--- src/rtl/ysyx_22041207_mem_arb.sv ---
// Shared memory port arbiter between instruction fetch and the load/store unit.
// Define YSYX_22041207_ARB_RR_EN for round-robin arbitration (default: LSU priority).
module ysyx_22041207_mem_arb #(
  parameter int AW = 64,
  parameter int DW = 64
) (
  input  logic            clk,
  input  logic            rst_n,
  input  logic            if_req,
  input  logic [AW-1:0]   if_addr,
  input  logic            if_flush,
  output logic            if_gnt,
  output logic            if_rvalid,
  output logic [DW-1:0]   if_rdata,
  input  logic            lsu_req,
  input  logic            lsu_we,
  input  logic [AW-1:0]   lsu_addr,
  input  logic [DW-1:0]   lsu_wdata,
  input  logic [DW/8-1:0] lsu_wmask,
  output logic            lsu_gnt,
  output logic            lsu_rvalid,
  output logic [DW-1:0]   lsu_rdata,
  output logic            mem_req,
  output logic            mem_we,
  output logic [AW-1:0]   mem_addr,
  output logic [DW-1:0]   mem_wdata,
  output logic [DW/8-1:0] mem_wmask,
  input  logic            mem_ready,
  input  logic            mem_rvalid,
  input  logic [DW-1:0]   mem_rdata,
  output logic            busy
);

  localparam int MW = DW / 8;

  typedef enum logic [1:0] {
    IDLE  = 2'd0,
    ISSUE = 2'd1,
    WAIT  = 2'd2
  } state_e;

  state_e          state_q, state_d;
  logic            own_lsu_q, own_lsu_d;
  logic            drop_q, drop_d;
  logic [AW-1:0]   addr_q, addr_d;
  logic            we_q, we_d;
  logic [DW-1:0]   wdata_q, wdata_d;
  logic [MW-1:0]   wmask_q, wmask_d;
  logic            if_rvalid_q, if_rvalid_d;
  logic            lsu_rvalid_q, lsu_rvalid_d;
  logic [DW-1:0]   if_rdata_q, if_rdata_d;
  logic [DW-1:0]   lsu_rdata_q, lsu_rdata_d;

  logic            sel_lsu;
  logic            sel_if;
  logic            idle;
  logic            drop_now;

`ifdef YSYX_22041207_ARB_RR_EN
  logic            last_lsu_q, last_lsu_d;

  // On contention the side not granted last time wins.
  assign sel_lsu = lsu_req & ~(if_req & last_lsu_q);

  always_comb begin
    last_lsu_d = last_lsu_q;
    if (lsu_gnt) last_lsu_d = 1'b1;
    else if (if_gnt) last_lsu_d = 1'b0;
  end

  always_ff @(posedge clk) begin
    if (!rst_n) last_lsu_q <= 1'b1;
    else        last_lsu_q <= last_lsu_d;
  end
`else
  assign sel_lsu = lsu_req;
`endif

  assign sel_if  = if_req & ~sel_lsu;
  assign idle    = (state_q == IDLE);
  // Grants are suppressed while reset is held so nothing leaks out.
  assign if_gnt  = rst_n & idle & sel_if;
  assign lsu_gnt = rst_n & idle & sel_lsu;

  assign drop_now = drop_q | (if_flush & ~own_lsu_q);

  always_comb begin
    state_d      = state_q;
    own_lsu_d    = own_lsu_q;
    drop_d       = 1'b0;
    addr_d       = addr_q;
    we_d         = we_q;
    wdata_d      = wdata_q;
    wmask_d      = wmask_q;
    if_rvalid_d  = 1'b0;
    lsu_rvalid_d = 1'b0;
    if_rdata_d   = if_rdata_q;
    lsu_rdata_d  = lsu_rdata_q;
    unique case (state_q)
      IDLE: begin
        if (lsu_gnt) begin
          own_lsu_d = 1'b1;
          addr_d    = lsu_addr;
          we_d      = lsu_we;
          wdata_d   = lsu_wdata;
          wmask_d   = lsu_wmask;
          state_d   = ISSUE;
        end else if (if_gnt) begin
          own_lsu_d = 1'b0;
          addr_d    = if_addr;
          we_d      = 1'b0;
          wdata_d   = '0;
          wmask_d   = '0;
          state_d   = ISSUE;
        end
      end
      ISSUE: begin
        drop_d = drop_now;
        if (mem_ready) state_d = WAIT;
      end
      WAIT: begin
        drop_d = drop_now;
        if (mem_rvalid) begin
          state_d = IDLE;
          drop_d  = 1'b0;
          if (own_lsu_q) begin
            lsu_rvalid_d = 1'b1;
            lsu_rdata_d  = we_q ? '0 : mem_rdata;
          end else if (!drop_now) begin
            if_rvalid_d = 1'b1;
            if_rdata_d  = mem_rdata;
          end
        end
      end
      default: state_d = IDLE;
    endcase
  end

  always_ff @(posedge clk) begin
    if (!rst_n) begin
      state_q      <= IDLE;
      own_lsu_q    <= 1'b0;
      drop_q       <= 1'b0;
      addr_q       <= '0;
      we_q         <= 1'b0;
      wdata_q      <= '0;
      wmask_q      <= '0;
      if_rvalid_q  <= 1'b0;
      lsu_rvalid_q <= 1'b0;
      if_rdata_q   <= '0;
      lsu_rdata_q  <= '0;
    end else begin
      state_q      <= state_d;
      own_lsu_q    <= own_lsu_d;
      drop_q       <= drop_d;
      addr_q       <= addr_d;
      we_q         <= we_d;
      wdata_q      <= wdata_d;
      wmask_q      <= wmask_d;
      if_rvalid_q  <= if_rvalid_d;
      lsu_rvalid_q <= lsu_rvalid_d;
      if_rdata_q   <= if_rdata_d;
      lsu_rdata_q  <= lsu_rdata_d;
    end
  end

  assign mem_req    = (state_q == ISSUE);
  assign mem_we     = we_q;
  assign mem_addr   = addr_q;
  assign mem_wdata  = wdata_q;
  assign mem_wmask  = wmask_q;
  assign if_rvalid  = if_rvalid_q;
  assign if_rdata   = if_rdata_q;
  assign lsu_rvalid = lsu_rvalid_q;
  assign lsu_rdata  = lsu_rdata_q;
  assign busy       = ~idle;

endmodule

--- config.mk ---
export PLATFORM = sky130hd
export DESIGN_NAME = ysyx_22041207_mem_arb
export DESIGN_NICKNAME = d
export VERILOG_FILES = /design/src/rtl/ysyx_22041207_mem_arb.sv
export SDC_FILE = /design/constraint.sdc
export NUM_CORES = 1
export LEC_CHECK = 0
export ABC_AREA = 1
export CAP_MARGIN = 20
export CORE_AREA = 2 2 210 212
export CTS_CLUSTER_DIAMETER = 30
export DETAILED_ROUTE_END_ITERATION = 8
export DIE_AREA = 0 0 212 214
export PLACE_DENSITY = 0.52
export SYNTH_ARGS = -nofsm -noshare
export SYNTH_HDL_FRONTEND = slang
export SYNTH_SLANG_ARGS = --single-unit
--- constraint.sdc ---
create_clock -name clk -period 3 [get_ports clk]
set_input_delay 0.3 -clock clk [delete_from_list [all_inputs] [get_ports clk]]
set_output_delay 0.3 -clock clk [all_outputs]
set_load 0.03 [all_outputs]
### After elaboration in Yosys (flattened, before gate mapping)

Index checks and enable logic that the tools add are counted.

* bitwise operators: 13
* reductions and logical operators: 8
* muxes and demuxes: 19
* equality and inequality tests: 5

Operators with widths (number)
* 64-bit two-way mux: 5
* 8-bit two-way mux: 2
* 3-bit AND reduction: 3
* 2-bit two-way mux: 4
* 1-bit inverter: 7
* 1-bit two-way mux: 6
* 2-bit one-hot mux with 3 select lines: 1
* 1-bit bitwise AND: 5
* 4-bit AND reduction: 1
* 4-bit OR reduction: 1
* 3-bit != test (second input constant): 1
* 2-bit by 1-bit equality test with 1-bit output (second input constant): 1
* 2-bit equality test (second input constant): 1
* 2-bit logical NOT: 1
* 2-bit by 1-bit != test with 1-bit output (second input constant): 1
* 2-bit != test (second input constant): 1
* 1-bit one-hot mux with 2 select lines: 1
* 2-bit AND reduction: 1
* 2-bit nonzero test: 1
* 1-bit OR: 1

* logic and storage cells: 56
* bits in registers: 271

### Longest topological paths before layout

Gate-level depths: netlist of run 1.

* word-level depth: 6
* gate-level depth with buffers: 10
* depth with buffers taken out: 9

### Least setup slack after synthesis of run 1

Ideal clock, no wire load.

* path kind: register to output
* start: reg state_q[0]
* end: out lsu_gnt
* stages on the path, launching flop included: 7
* arrival: 1.182 ns
* setup slack: 1.518 ns
* buffers on the path: 2
* path through: dfxtp_1 -> inv_1 -> ha_1 -> nand2_1 -> nor2_1 -> buf_4 -> buf_4

* cells in the longest elaborated chain, start to end: 3

Ends and longest elaborated chain
* start: declaration: RTL line 42 `state_e state_q, state_d;`
* start signal: assignment: RTL line 153 `state_q <= state_d;`
* 2-bit logical NOT: RTL line 80 `assign idle = (state_q == IDLE);`
* 1-bit bitwise AND (2 in a row): RTL line 83 `assign lsu_gnt = rst_n & idle & sel_lsu;`
* end: declaration: RTL line 20 `output logic lsu_gnt,`

No other way between the ends.

### Final worst setup path of run 1

* start: reg state_q[1]
* end: out lsu_gnt

Same word-level chain as after synthesis.

==> PnR_summary.wiki, run 1 <==
{| class="wikitable"
! Metric !! Value
|-
| Worst setup path class || register to primary output
|-
| Synth warnings || 0
|-
| Top-level port count || roughly 540
|-
| Placement row count || 76
|-
| Arrival @ worst endpoint || roughly 2.2 ns
|-
| Cell Pwr Density || 819.4 nW/um^2
|-
| Number of buffers inserted for hold repair after clock tree synthesis || 0
|-
| Flip-flop and latch area || 5425 sq um
|-
| Post-layout min period || ~2.5 ns
|-
| Number of setup buffers added after CTS || 0
|-
| Commonest non-fill, non-tap cells in the layout || clkdlybuf4s50_1 (540), nand2_1 (410), dfxtp_1 (271)
|-
| Via count of the first global-routing pass || between 10000 and 15000
|-
| Total length of routed wires || approximately 47000 um
|-
| Area of combinational cells with multiple inputs || between 4000 and 5000 sq um
|-
| Signed area change from the synthesized netlist to the final layout || 77.93%
|-
| Maximum root-to-sink buffer count || 3
|-
| Core footprint || about 43000 sq um
|-
| Number of cells upsized or downsized after cts || 0
|-
| Global-route congestion overflow total || 0
|-
| Crit Reg-Reg Endpoint || mem_addr[16]
|-
| Initial antenna violation count || 6
|-
| Total die area || 45370 sq um
|-
| DR DRC count || 0
|-
| Largest net degree at the start of global routing || roughly 140
|-
| Overall die height || between 200 and 250 um
|-
| Max transition margin || 0.4767
|-
| Post-Place Cell Area || ~17000 sq um
|-
| Share of total power in the clock network || 0.486
|-
| Post-layout util || 0.4419
|-
| Synth cell types || 20
|-
| Most common library cell in the layout ignoring fill and taps || clkdlybuf4s50_1
|-
| Weighted congestion reported at the end of routability-driven placement || around 0.85
|-
| Startpoint of the worst register-to-register path || state_q[1]
|-
| CTS tree || done
|-
| Portion of total power attributed to sequential cells || 0.273
|-
| Internal power || around 11 mW
|-
| Total number of vias || approximately 12000
|-
| Worst clock skew || between 0.01 and 0.015 ns
|-
| Sequential area share after synthesis || 0.5094
|-
| Number of nets in the layout || between 2000 and 2500
|-
| Total setup violations reported at the end of the flow || 0
|-
| Net count after synthesis || roughly 1800
|-
| Run status || completed
|-
| CTS Root Cell || clkbuf_16
|-
| Mean area per synthesized cell || slightly above 7 sq um
|-
| Length in cells of the worst reg-to-reg path || 9
|-
| Number of pins exceeding their max-slew limit in the final report || 0
|-
| Crit. End Element || primary output
|-
| Data required time of the worst path || about 2.7 ns
|-
| Total leakage power || just under 8 nW
|-
| DPL Wire Length || ~33000 um
|-
| Crit Path Max Fanout || about 80
|-
| Initial core utilization || 0.2483
|-
| Unrepaired setup endpoints after global routing || no
|-
| Number of routed nets with antenna violations || 0
|-
| Startpoint types || register
|-
| Detailed router's first-iteration violation count || ~790
|-
| Tightest Pin Transition || about 0.8 ns
|-
| GRT Total Usage || 0.2005
|-
| Share of layout cells above drive strength 1 || 0.07438
|-
| Final worst path period share || 0.8180
|-
| Depth of the worst hold-timing path || 3
|-
| Combinational share of power || 0.241
|-
| Endpoints failing hold || 0
|-
| Hold-critical path endpoint || state_q[0]
|-
| Summed area of non-filler cells in the final layout || 18950 sq um
|-
| Hold Path Class || primary input to register
|-
| Switching pwr || about 4.8 mW
|-
| Synth Cell Area || around 11000 sq um
|-
| Max H-tree Level || 3
|-
| Setup TNS || 0 ns
|-
| Die boundary width || ~210 um
|-
| Clock slew at reported path FFs || roughly 0.040 ns
|-
| Clock latency of the later-clocked register in the worst-skew pair || around 0.55 ns
|-
| Maximum VDD drop || 617.3 uV
|-
| Via density per instance || 4.426
|-
| Fraction of power spent switching nets || 0.3073
|-
| FF+latch count, synth || 271
|-
| Clock tree sinks || about 270
|-
| Cell count after synthesis || 1474
|-
| Overall power consumption || between 15 and 20 mW
|-
| Maximum clock frequency || approximately 0.4 GHz
|-
| Setup slack on the worst flop-to-flop path || around 0.77 ns
|-
| First-pass GRT wire length || about 70000 um
|-
| Routed length per placed instance || roughly 18 um
|-
| Number of maximum-capacitance constraint violations || 0
|-
| I/O Buffers || 542
|-
| # fillers || between 4000 and 5000
|-
| Cts bufs inserted || 73
|-
| Startpoint of the lowest-slack hold path || rst_n
|-
| Number of search-and-repair iterations in the first detailed-routing pass || 5
|}
## cells in the mapped netlist
master	instances	area (sq um)
buf_6	6	67.56
dfxtp_1	271	5425
o21ai_1	8	40.04
buf_4	19	142.6
inv_2	5	18.77
inv_1	138	518.0
nand4_1	1	6.260
buf_2	33	165.2
o31ai_1	1	7.510
a21oi_2	1	8.760
nand3_1	194	970.9
clkbuf_1	40	150.1
nand2_1	412	1546
ha_1	4	50.05
a21oi_1	140	700.7
nor3_1	1	5.000
o21ai_2	1	8.760
buf_1	8	30.03
nor2_1	134	503.0
o21ai_0	57	285.3
## metrics by stage
stage / setup slack, ns / hold slack (ns) / cells
final: 0.5459 / 0.1002 / 2643
after global routing: 0.3654 / 0.08606 / 2642
after global placement: 0.8067 / 0.4482 / 2513
after CTS: 0.5093 / 0.06777 / 2642
after detailed placement: 0.7530 / 0.4521 / 2513
after floorplan: 1.518 / 0.4313 / 1474
## worst max-delay path by stage
stage,start,end,slack (ns),cells past startpoint
floorplan,state_q[0],lsu_gnt,1.52,6
global placement,lsu_req,mem_wdata[58],0.81,7
detailed placement,lsu_req,mem_addr[17],0.75,6
CTS,state_q[1],lsu_gnt,0.51,6
global route,state_q[1],lsu_gnt,0.37,6
finish,state_q[1],lsu_gnt,0.55,6
## layer usage
layer	track usage	vias up	share of wire	routed length, um
met2	0.3340	488	0.47	22180
met5	0	-	0.0016	76
met3	0.08899	71	0.11	5126
met1	0.2250	5400	0.39	18420
met4	0.07300	10	0.026	1227
li1	-	5729	-	-
## power groups by stage
stage | clock (mW) | sequential [mW] | combinational [mW]
after global routing | 7.93 | 4.29 | 4.03
after floorplan | 0 | 5.03 | 1.39
after CTS | 7.70 | 4.24 | 3.80
after detailed placement | 0 | 4.30 | 3.78
final | 7.55 | 4.24 | 3.74
after global placement | 0 | 4.29 | 3.76
## logic make-up (layout without fill, tap and decap cells)
logic type,after synthesis,count (layout),share of synthesized area
flip-flops,271,271,0.5094
adder cells (fa/ha/maj),4,4,0.004699
AO/OA/AOI/OAI,208,208,0.09868
AND/OR/NAND/NOR,742,742,0.2847
other,0,1,0
buffers and inverters,249,832,0.1026
## area by class of cell
class                           instances  share of cell area
Clock inverter                         31             0.01657
Clock buffer                           98              0.1110
Timing Repair Buffer                  560              0.2991
Inverter                              143             0.02846
Sequential cell                       271              0.2863
Tap cell                              585             0.03863
Antenna cell                            1           0.0001321
Multi-Input combinational cell        954              0.2198
## flip-flops by register name, indices dropped and copies added, names as in the netlist
signal / count
drop_q: 1
if_rdata: 64
if_rvalid: 1
lsu_rdata: 64
lsu_rvalid: 1
mem_addr: 64
mem_wdata: 64
mem_we: 1
mem_wmask: 8
own_lsu_q: 1
state_q: 2
## worst max-delay path: stages (launching register included)
cell     delay, ns
dfxtp_1       0.32
inv_1         0.11
ha_1          0.23
nand2_1       0.13
nor2_4        0.18
buf_12        0.32
buf_4         0.24
Note: power is estimated with default switching activity, not from simulation.
==> inputs of run 2 (changes only) <==
- CORE_AREA: 2 2 210 212 -> 2 2 209 211
- DIE_AREA: 0 0 212 214 -> 0 0 211 213
- PLACE_DENSITY: 0.52 -> 0.55
- clock period: 3 -> 2.2 ns (I/O delays scaled with it)
==> run 2 against run 1 <==
Effect of this change:
- first-iteration DRC count shrank 17%
- sequential power increased by 36%
- global-route usage fell by 0.57 points
- via count down 0.68%
- critical path type unchanged
==> PnR_summary.wiki, run 2 (synthesized netlist as in run 1, its figures left out) <==
{| class="wikitable"
! Metric !! Value
|-
| Share of layout cells above drive strength 1 || 0.07822 (+0.003843)
|-
| Total buffers and inverters traversed by the critical path || 3 (unchanged)
|-
| Detailed router's first-iteration violation count || 661 (-17%)
|-
| Total length of routed wires || 45450 um (-3.4%)
|-
| Crit. End Element || primary output
|-
| Share of total power in the clock network || 0.515 (+0.029)
|-
| DPL Wire Length || 30240 um (-8.7%)
|-
| Crit Path Max Fanout || 16 (-80%)
|-
| Post-layout util || 0.4532 (+0.01137)
|-
| Top Family by Delay on Critical Path || buffers and inverters
|-
| Total die area || 44940 sq um (-0.94%)
|-
| Depth of the worst hold-timing path || 3 (unchanged)
|-
| Setup TNS || 0 ns (unchanged)
|-
| Endpoints failing hold || 0 (unchanged)
|-
| Delay of the slowest cell on the worst path || 0.32 ns (about the same)
|-
| Clock latency of the later-clocked register in the worst-skew pair || 0.56 ns (about the same)
|-
| Slowest cell on crit path || dfxtp_1
|-
| Cells traversed along the worst timing path || inv_1 > ha_2 > nand2_1 > nor2_4 > buf_12 > buf_4
|-
| Clock tree sinks || 271 (unchanged)
|-
| Run status || completed
|-
| Max H-tree Level || 3 (unchanged)
|-
| Via density per instance || 4.438 (+0.26%)
|-
| Commonest non-fill, non-tap cells in the layout || clkdlybuf4s50_1 (537), nand2_1 (410), dfxtp_1 (271)
|-
| Largest net degree at the start of global routing || 140 (+0.72%)
|-
| Core footprint || 42700 sq um (-0.44%)
|-
| Maximum VDD drop || 644.9 uV (+4.5%)
|-
| Summed area of non-filler cells in the final layout || 19350 sq um (+2.1%)
|-
| Length in cells of the worst reg-to-reg path || 9 (unchanged)
|-
| Maximum root-to-sink buffer count || 3 (unchanged)
|-
| Area of combinational cells with multiple inputs || 4168 sq um (about the same)
|-
| Signed area change from the synthesized netlist to the final layout || 81.70%
|-
| Post-Place Cell Area || 16520 sq um (about the same)
|-
| GRT Total Usage || 0.1948 (-0.005715)
|-
| CTS Root Cell || clkbuf_16
|-
| Clock slew at reported path FFs || 0.04 ns (about the same)
|-
| Switching pwr || 6.668 mW (+40%)
|-
| Via count of the first global-routing pass || 11686 (+1.4%)
|-
| Total stage count of the critical path || 6 (unchanged)
|-
| Arrival @ worst endpoint || 1.83 ns (-0.32 ns)
|-
| Total leakage power || 7.989 nW (+2.6%)
|-
| Tightest Pin Transition || 0.7968 ns (+0.01187 ns)
|-
| Combinational share of power || 0.230 (-0.011)
|-
| Cts bufs inserted || 78 (+6.8%)
|-
| Total setup violations reported at the end of the flow || 0 (unchanged)
|-
| Portion of total power attributed to sequential cells || 0.255 (-0.018)
|-
| Startpoint types || register
|-
| Die boundary width || 211 um (-0.47%)
|-
| Most common library cell in the layout ignoring fill and taps || clkdlybuf4s50_1
|-
| Internal power || 16.00 mW (+49%)
|-
| Routed length per placed instance || 17.36 um (-2.4%)
|-
| CTS tree || done
|-
| # fillers || 4228 (-2.8%)
|-
| Fraction of power spent switching nets || 0.2941 (-0.01311)
|-
| Placement row count || 76 (unchanged)
|-
| Worst clock skew || 0.01912 ns (+0.005655 ns)
|-
| Hold Path Class || primary input to register
|-
| Unrepaired setup endpoints after global routing || no
|-
| Cell count after placement || 2471 (-1.7%)
|-
| Max transition margin || 0.4688 (-0.007910)
|-
| Number of search-and-repair iterations in the first detailed-routing pass || 5 (unchanged)
|-
| Number of pins exceeding their max-slew limit in the final report || 0 (unchanged)
|-
| Initial antenna violation count || 7 (+1)
|-
| Number of routed nets with antenna violations || 0 (unchanged)
|-
| Top-level port count || 543 (unchanged)
|-
| Overall die height || 213 um (-0.47%)
|-
| Data required time of the worst path || 1.98 ns (-0.72 ns)
|-
| I/O Buffers || 542 (unchanged)
|-
| DR DRC count || 0 (unchanged)
|-
| Flip-flop and latch area || 5425 sq um (unchanged)
|-
| Worst setup path class || register to primary output
|-
| Total number of vias || 11618 (-0.68%)
|-
| Global-route congestion overflow total || 0 (unchanged)
|-
| First-pass GRT wire length || 67530 um (-3.3%)
|-
| Cell Pwr Density || 1172 nW/um^2 (+43%)
|-
| Final worst path period share || 0.9329
|-
| Initial core utilization || 0.2494 (+0.001106)
|-
| Post-layout min period || slightly above 2 ns
|-
| Final non-filler cell total || 2618 (-0.95%)
|-
| Maximum clock frequency || approximately 0.49 GHz
|-
| Overall power consumption || 22.67 mW (+46%)
|-
| Weighted congestion reported at the end of routability-driven placement || 0.8187 (-3.8%)
|-
| Number of maximum-capacitance constraint violations || 0 (unchanged)
|-
| Number of nets in the layout || 2286 (+0.31%)
|}
-- run 2: final cells by class --
cell class	count	share of cell area
Antenna cell	1	0.0001293
Inverter	143	0.02787
Clock inverter	36	0.02851
Clock buffer	105	0.1135
Tap cell	546	0.03530
Multi-Input combinational cell	954	0.2154
Sequential cell	271	0.2804
Timing Repair Buffer	562	0.2990
-- run 2: metal layers --
metal	routed length, um	part of all wire	vias up	GRT usage
li1	-	-	5744	-
met1	18050	0.40	5273	0.2205
met2	20770	0.46	495	0.3140
met3	4917	0.11	96	0.08869
met4	1648	0.036	10	0.08912
met5	64	0.0014	-	0
-- run 2: path summary, 6_finish.rpt --
check | from | end | slack (ns)
min reg2reg | mem_wdata[48] | mem_wdata[48] | 0.46
min | lsu_wdata[44] | mem_wdata[44] | 0.21
max reg2reg | state_q[0] | mem_addr[16] | 0.30
max | state_q[0] | lsu_gnt | 0.15
-- run 2: metrics by stage --
stage,hold slack [ns],setup slack [ns]
after floorplan,0.3513,0.7338
after global placement,0.4485,0.3350
after detailed placement,0.4521,0.2887
after CTS,0.1649,0.01515
after global routing,0.1860,0.02500
final,0.2117,0.1477
-- run 2: tightest hold or removal path, delay by kind of cell --
| kind | cells | cell delay [ns] |
|---|---|---|
| AND/OR/NAND/NOR | 1 | 0.06 |
| buffers and inverters | 1 | 0.40 |
| AO/OA/AOI/OAI | 1 | 0.05 |
-- run 2: power by group through the flow --
stage | clock network [mW] | registers (mW) | logic (mW)
floorplan | 0 | 6.85 | 1.89
global placement | 0 | 5.83 | 5.19
detailed placement | 0 | 5.84 | 5.21
CTS | 12.0 | 5.77 | 5.27
global route | 12.3 | 5.83 | 5.65
finish | 11.7 | 5.77 | 5.22
-- run 2: repair_timing --
action                     in CTS  in global routing
hold endpoints to repair        3                  0
gates resized for setup         2                  1
setup buffers                   1                  1
setup endpoints to repair       3                  1
gates cloned                    1                  1
hold buffers                    1                  0
pin swaps                       1                  1
